$ cat src/rtl/phase_speed_avg.sv
// Phase-to-speed averager: block or sliding mean of signed phase samples,
// rounded, scaled by an unsigned gain and saturated to the output width.
module phase_speed_avg #(
    parameter int unsigned LOG2_WIN    = 6,
    parameter int unsigned PHASE_W     = 19,
    parameter int unsigned OUT_W       = 16,
    parameter int unsigned SCALE_W     = 16,
    parameter int unsigned SCALE_SHIFT = 11
) (
    input  logic                      clock,
    input  logic                      reset_n,
    input  logic                      clear,
    input  logic                      mode,
    input  logic                      sample,
    input  logic signed [PHASE_W-1:0] phase,
    input  logic        [SCALE_W-1:0] scale,
    output logic signed [OUT_W-1:0]   speed,
    output logic                      valid,
    output logic                      sat,
    output logic                      filled
);

    localparam int unsigned WIN    = 1 << LOG2_WIN;
    localparam int unsigned SUM_W  = PHASE_W + LOG2_WIN;
    localparam int unsigned PROD_W = PHASE_W + SCALE_W + 1;

    localparam logic signed [SUM_W:0]  AVG_HALF = (SUM_W+1)'(1) << (LOG2_WIN - 1);
    localparam logic signed [PROD_W:0] RND_HALF = (PROD_W+1)'(1) << (SCALE_SHIFT - 1);
    localparam logic signed [PROD_W:0] OUT_MAX  =
        (PROD_W+1)'((64'sd1 <<< (OUT_W - 1)) - 64'sd1);
    localparam logic signed [PROD_W:0] OUT_MIN  = -OUT_MAX - (PROD_W+1)'(1);

    logic                      mode_q,     mode_d;
    logic [LOG2_WIN-1:0]       count_q,    count_d;
    logic signed [SUM_W-1:0]   sum_q,      sum_d;
    logic                      filled_q,   filled_d;
    logic                      s1_valid_q, s1_valid_d;
    logic signed [SUM_W-1:0]   s1_sum_q,   s1_sum_d;
    logic                      s2_valid_q, s2_valid_d;
    logic signed [PHASE_W-1:0] avg_q,      avg_d;
    logic                      s3_valid_q, s3_valid_d;
    logic signed [PROD_W-1:0]  prod_q,     prod_d;
    logic                      valid_q,    valid_d;
    logic signed [OUT_W-1:0]   speed_q,    speed_d;
    logic                      sat_q,      sat_d;

    logic signed [PHASE_W-1:0] hist_mem [WIN];

    logic                      flush;
    logic                      accept;
    logic                      last;
    logic                      hist_we;
    logic signed [PHASE_W-1:0] evict;
    logic signed [SUM_W-1:0]   sum_in;
    logic signed [PROD_W:0]    rnd_wide;
    logic                      over_hi;
    logic                      over_lo;

    // Accumulate stage; count_q doubles as the history write pointer.
    always_comb begin
        mode_d     = mode;
        flush      = clear | (mode != mode_q);
        accept     = sample & ~flush;
        last       = (count_q == LOG2_WIN'(WIN - 1));
        hist_we    = accept & mode_q;
        evict      = filled_q ? hist_mem[count_q] : '0;
        sum_in     = SUM_W'(phase);
        sum_d      = sum_q;
        count_d    = count_q;
        filled_d   = filled_q;
        s1_valid_d = 1'b0;
        s1_sum_d   = s1_sum_q;
        if (flush) begin
            sum_d    = '0;
            count_d  = '0;
            filled_d = 1'b0;
        end else if (accept) begin
            count_d = count_q + 1'b1;
            if (mode_q) begin
                sum_d      = sum_q + sum_in - SUM_W'(evict);
                s1_sum_d   = sum_d;
                s1_valid_d = filled_q | last;
                filled_d   = filled_q | last;
            end else begin
                s1_sum_d   = sum_q + sum_in;
                s1_valid_d = last;
                sum_d      = last ? '0 : s1_sum_d;
            end
        end
    end

    // Average, scale and saturate stages.
    always_comb begin
        s2_valid_d = s1_valid_q & ~flush;
        avg_d      = avg_q;
        if (s1_valid_q) begin
            avg_d = PHASE_W'(($signed({s1_sum_q[SUM_W-1], s1_sum_q}) + AVG_HALF) >>> LOG2_WIN);
        end

        s3_valid_d = s2_valid_q & ~flush;
        prod_d     = prod_q;
        if (s2_valid_q) begin
            prod_d = PROD_W'(avg_q) * PROD_W'($signed({1'b0, scale}));
        end

        rnd_wide = ($signed({prod_q[PROD_W-1], prod_q}) + RND_HALF) >>> SCALE_SHIFT;
        over_hi  = (rnd_wide > OUT_MAX);
        over_lo  = (rnd_wide < OUT_MIN);
        valid_d  = s3_valid_q & ~flush;
        speed_d  = speed_q;
        sat_d    = flush ? 1'b0 : sat_q;
        if (valid_d) begin
            if (over_hi) begin
                speed_d = OUT_MAX[OUT_W-1:0];
            end else if (over_lo) begin
                speed_d = OUT_MIN[OUT_W-1:0];
            end else begin
                speed_d = rnd_wide[OUT_W-1:0];
            end
            if (over_hi | over_lo) begin
                sat_d = 1'b1;
            end
        end
    end

    always_ff @(posedge clock or negedge reset_n) begin
        if (!reset_n) begin
            mode_q     <= 1'b0;
            count_q    <= '0;
            sum_q      <= '0;
            filled_q   <= 1'b0;
            s1_valid_q <= 1'b0;
            s1_sum_q   <= '0;
            s2_valid_q <= 1'b0;
            avg_q      <= '0;
            s3_valid_q <= 1'b0;
            prod_q     <= '0;
            valid_q    <= 1'b0;
            speed_q    <= '0;
            sat_q      <= 1'b0;
        end else begin
            mode_q     <= mode_d;
            count_q    <= count_d;
            sum_q      <= sum_d;
            filled_q   <= filled_d;
            s1_valid_q <= s1_valid_d;
            s1_sum_q   <= s1_sum_d;
            s2_valid_q <= s2_valid_d;
            avg_q      <= avg_d;
            s3_valid_q <= s3_valid_d;
            prod_q     <= prod_d;
            valid_q    <= valid_d;
            speed_q    <= speed_d;
            sat_q      <= sat_d;
        end
    end

    // History is never reset; filled_q masks stale entries from the sum.
    always_ff @(posedge clock) begin
        if (hist_we) begin
            hist_mem[count_q] <= phase;
        end
    end

    assign speed  = speed_q;
    assign valid  = valid_q;
    assign sat    = sat_q;
    assign filled = filled_q;

endmodule

$ cat config.mk
export PLATFORM = sky130hd
export DESIGN_NAME = phase_speed_avg
export DESIGN_NICKNAME = d
export VERILOG_FILES = /design/src/rtl/phase_speed_avg.sv
export SDC_FILE = /design/constraint.sdc
export NUM_CORES = 2
export LEC_CHECK = 0
export BUFFER_PORTS_ARGS = -buffer_cell sky130_fd_sc_hd__buf_2
export CAP_MARGIN = 20
export CORE_MARGIN = 2
export CORE_UTILIZATION = 57
export DETAILED_ROUTE_END_ITERATION = 10
export GPL_TIMING_DRIVEN = 0
export PLACE_DENSITY_LB_ADDON = 0.2
export SLEW_MARGIN = 20
export SYNTH_ARGS = -nofsm -noshare
export SYNTH_HDL_FRONTEND = slang
export SYNTH_SLANG_ARGS = --single-unit
$ cat constraint.sdc
create_clock -name clock -period 5.8 [get_ports clock]
set_clock_uncertainty 0.1 [all_clocks]
set_input_delay 0.58 -clock clock [delete_from_list [all_inputs] [get_ports clock]]
set_output_delay 0.58 -clock clock [all_outputs]
set_load 0.05 [all_outputs]
==> flow_metrics.py <==
metrics = {
    "timing": {
        "drv_slew": 9,
        "hold_viol_final": 0,
        "setup_viol": 16,
        "slew_headroom": -0.00719,
        "worst_pin_slew_ns": 1.51,
        "rsz0062_at_grt": "true",
        "max_freq_mhz": 160,
        "setup_tns_ns": -3.89,
        "period_share": 1.08,
        "hold-worst-slack_ns": 0.197,
        "finalWorstSetupSlack_ns": -0.435,
        "min_period_ns": 6.24,
    },
    "flow_run": {
        "maxCapViolCount": 1,
    },
    "placement": {
        "gp_congestion": 0.939,
        "hpwl_um": 143000,
        "port_buffers": 46,
    },
    "detailed_routing": {
        "wl_um": 217000,
        "drcViolationCount": 0,
        "dr.pass1.iters": 7,
        "vias_per_cell": 6.82,
        "first_iter_violations": 6871,
        "ant_nets": 0,
        "detailroute.via_count": 43700,
        "routedWlPerCell_um": 33.8,
    },
    "setup_path": {
        "reg2reg_from": "avg_q[8]",
        "critPathCaptureType": "flop",
        "critPathTopFamily": "adder cells",
        "startpoint_type": "flop",
        "worst-r2r-setup-slack_ns": -0.44,
        "r2r-end": "prod_q[30]",
        "critPathBufInv": 7,
        "worstPathCellList": "clkbuf_16, buf_6, nand2_2, fa_1, inv_1, fa_1, fa_1, fa_1, fa_1, inv_1, fa_1, inv_2, ha_4, a21o_1, a2111oi_4, a32o_2, a21oi_4, a2111oi_4, a211o_1, buf_6, buf_6, xnor2_2, mux2_4",
        "slowest_stage": "fa_1",
        "worst-setup-path-type": "flop to flop",
        "worstPathArrival_ns": 6.77,
        "cp.depth": 23,
        "cpPeakStageDelay_ns": 0.53,
        "worst-r2r-cell-count": 23,
        "worst_ep_required_time_ns": 6.34,
        "crit_fanout": 5,
        "crit_top_cell": "fa_1",
    },
    "floorplan": {
        "rows": 122,
        "dieArea_sq_mm": 0.113,
        "core_sq_mm": 0.110,
        "die_w_um": 337,
        "top_level_ports": 59,
        "die_h_um": 337,
        "start_util": 0.573,
    },
    "global_routing": {
        "grt_pass1_wl_um": 305000,
        "antenna_found_initial": 6,
        "grt_pass1_vias": 43200,
        "gr-usage-all-layers": 0.383,
        "grt_max_degree": 77,
        "overflow": 0,
    },
    "worst_hold_path": {
        "whs_path_depth": 1,
        "hold_path_startpoint": "phase[11]",
        "min_path_type": "primary input to flop",
        "hold_path_end": "hist_mem[1][11]",
    },
    "synth": {
        "synth_area_sq_mm": 0.0631,
        "mappedNetlistNets": 4958,
        "yosys.area.top_type": "edfxtp_1",
        "synth_edf_count": 1216,
        "postSynthCellCount": 4471,
        "synth_top_area_share": 0.579,
        "synth-main-ff-cell": "edfxtp_1",
        "synth.avg_cell_area_sq_um": 14.1,
        "async_flop_share": 0.0891,
        "yosys-top-cells-area": "edfxtp_1 58%, fa_1 9.7%, a22oi_1 5.6%",
        "yosys_warnings": 0,
        "ys_ff_latch": 1335,
        "ys_types": 74,
        "synth-seq-area-share": 0.626,
    },
    "pwr": {
        "p_leak_nw": 26.8,
        "finalPower_mw": 22.4,
        "p_per_area_mw_per_mm2": 301,
        "peakVddDrop_mv": 0.332,
    },
    "clocking": {
        "clock-sinks": 1335,
        "clock_path_buffers": 3,
        "cts_tree": "yes",
        "clock_latency_ns": 0.78,
        "h-tree-depth": 4,
        "path_clk_slew_ns": 0.06,
        "root_buffer": "clkbuf_16",
        "cts_made_buffers": 133,
    },
    "run_status": {
        "outcome": "complete, but fails checks",
        "violations": "max-capacitance violations, max-slew violations, negative setup slack",
    },
    "finish": {
        "n_fill_cell": 7523,
        "areaGrowthSynthToFinish_pct": 18.3,
        "layout.cells.most_common": "edfxtp_1",
        "layout_common_cells": "1216 x edfxtp_1, 463 x a22oi_1, 377 x inv_1",
        "drive_above_1_share": 0.188,
        "nets": 5307,
        "finish.utilization": 0.677,
    },
}
## repair_timing
action	CTS	global route
pin swaps	62	97
setup buffers	70	31
resized for setup	483	178
endpoints found under the hold margin	44	0
endpoints found under the setup margin	74	46
hold buffers	2	0
## power breakdown
group / switching, mW / internal (mW)
Combinational: 1.97 / 1.36
Sequential: 0.0910 / 10.6
Clock: 3.85 / 4.61
Total: 5.91 / 16.5
## cells in the mapped netlist (all sizes together), types with 5 or more instances
| library cell | number |
|---|---|
| nor3b | 5 |
| edfxtp | 1216 |
| a21o | 31 |
| xnor2 | 69 |
| buf | 90 |
| and3 | 19 |
| a211oi | 11 |
| and2 | 135 |
| or4 | 15 |
| a31oi | 75 |
| clkbuf | 147 |
| a41oi | 56 |
| a221oi | 67 |
| nand4 | 42 |
| a22oi | 468 |
| inv | 409 |
| mux2 | 28 |
| nand2 | 306 |
| a21boi | 5 |
| nand3 | 42 |
| dfrtp | 119 |
| o21ai | 99 |
| o31ai | 6 |
| nand2b | 8 |
| o22ai | 5 |
| a21oi | 131 |
| nor4 | 10 |
| nor2b | 14 |
| ha | 140 |
| mux2i | 24 |
| or3 | 9 |
| a22o | 66 |
| and4 | 5 |
| fa | 307 |
| o211ai | 8 |
| xor2 | 43 |
| o21bai | 9 |
| nor3 | 16 |
| o21a | 14 |
| a221o | 11 |
| nor2 | 147 |
## layout make-up
class,instances,area (sq um),share of cell area
Antenna cell,4,10.0,0.000134
Buffer,234,1890,0.0253
Clock buffer,161,3470,0.0466
Clock inverter,75,751,0.0101
Inverter,409,1540,0.0207
Multi-Input combinational cell,2490,22700,0.305
Sequential cell,1335,39500,0.529
Tap cell,1488,1860,0.0249
Timing Repair Buffer,217,2860,0.0383
## sequential cells by signal (all words and copies together), names as in the netlist
signal      count
speed          16
prod_q         26
hist_mem     1216
s3_valid_q      1
count_q         6
sat             1
filled          1
valid           1
mode_q          1
s1_sum_q       20
s1_valid_q      1
s2_valid_q      1
sum_q          25
avg_q          19
## worst max path at each step
stage,slack [ns],endpoint,from
after detailed placement,-2.25,s1_sum_q[24],count_q[1]
after CTS,-0.47,prod_q[33],avg_q[8]
final,-0.44,prod_q[30],avg_q[8]
after global routing,-0.61,prod_q[33],avg_q[18]
after floorplan,-0.38,prod_q[33],scale[5]
after global placement,-2.25,sum_q[24],count_q[1]
## metrics by stage
stage	area (sq um)	setup slack [ns]	cells
after floorplan	63400	-0.380	4471
after global placement	65500	-2.25	6005
after detailed placement	67800	-2.25	6075
after CTS	73900	-0.469	6382
after global routing	74600	-0.607	6409
final	74600	-0.435	6413
## per-layer routing
metal	up-vias	global-route usage	routed length, um
met1	21600	0.462	70300
li1	17400	-	-
met2	3743	0.600	98900
met4	8	0.243	17300
met5	-	0	113
met3	981	0.121	30000
## cell families (layout without fill, tap and decap cells)
| logic type | Yosys count | in the layout | synth area share |
|---|---|---|---|
| muxes | 52 | 52 | 0.00880 |
| AOI/OAI and AO/OA | 1093 | 1093 | 0.125 |
| DFF | 1335 | 1335 | 0.626 |
| buffers and inverters | 646 | 1096 | 0.0395 |
| adders and majority gates | 447 | 447 | 0.125 |
| and+or+nand+nor | 786 | 786 | 0.0602 |
| other | 0 | 4 | 0 |
| xor gates and xnor gates | 112 | 112 | 0.0155 |
(Power assumes the default switching activity.)
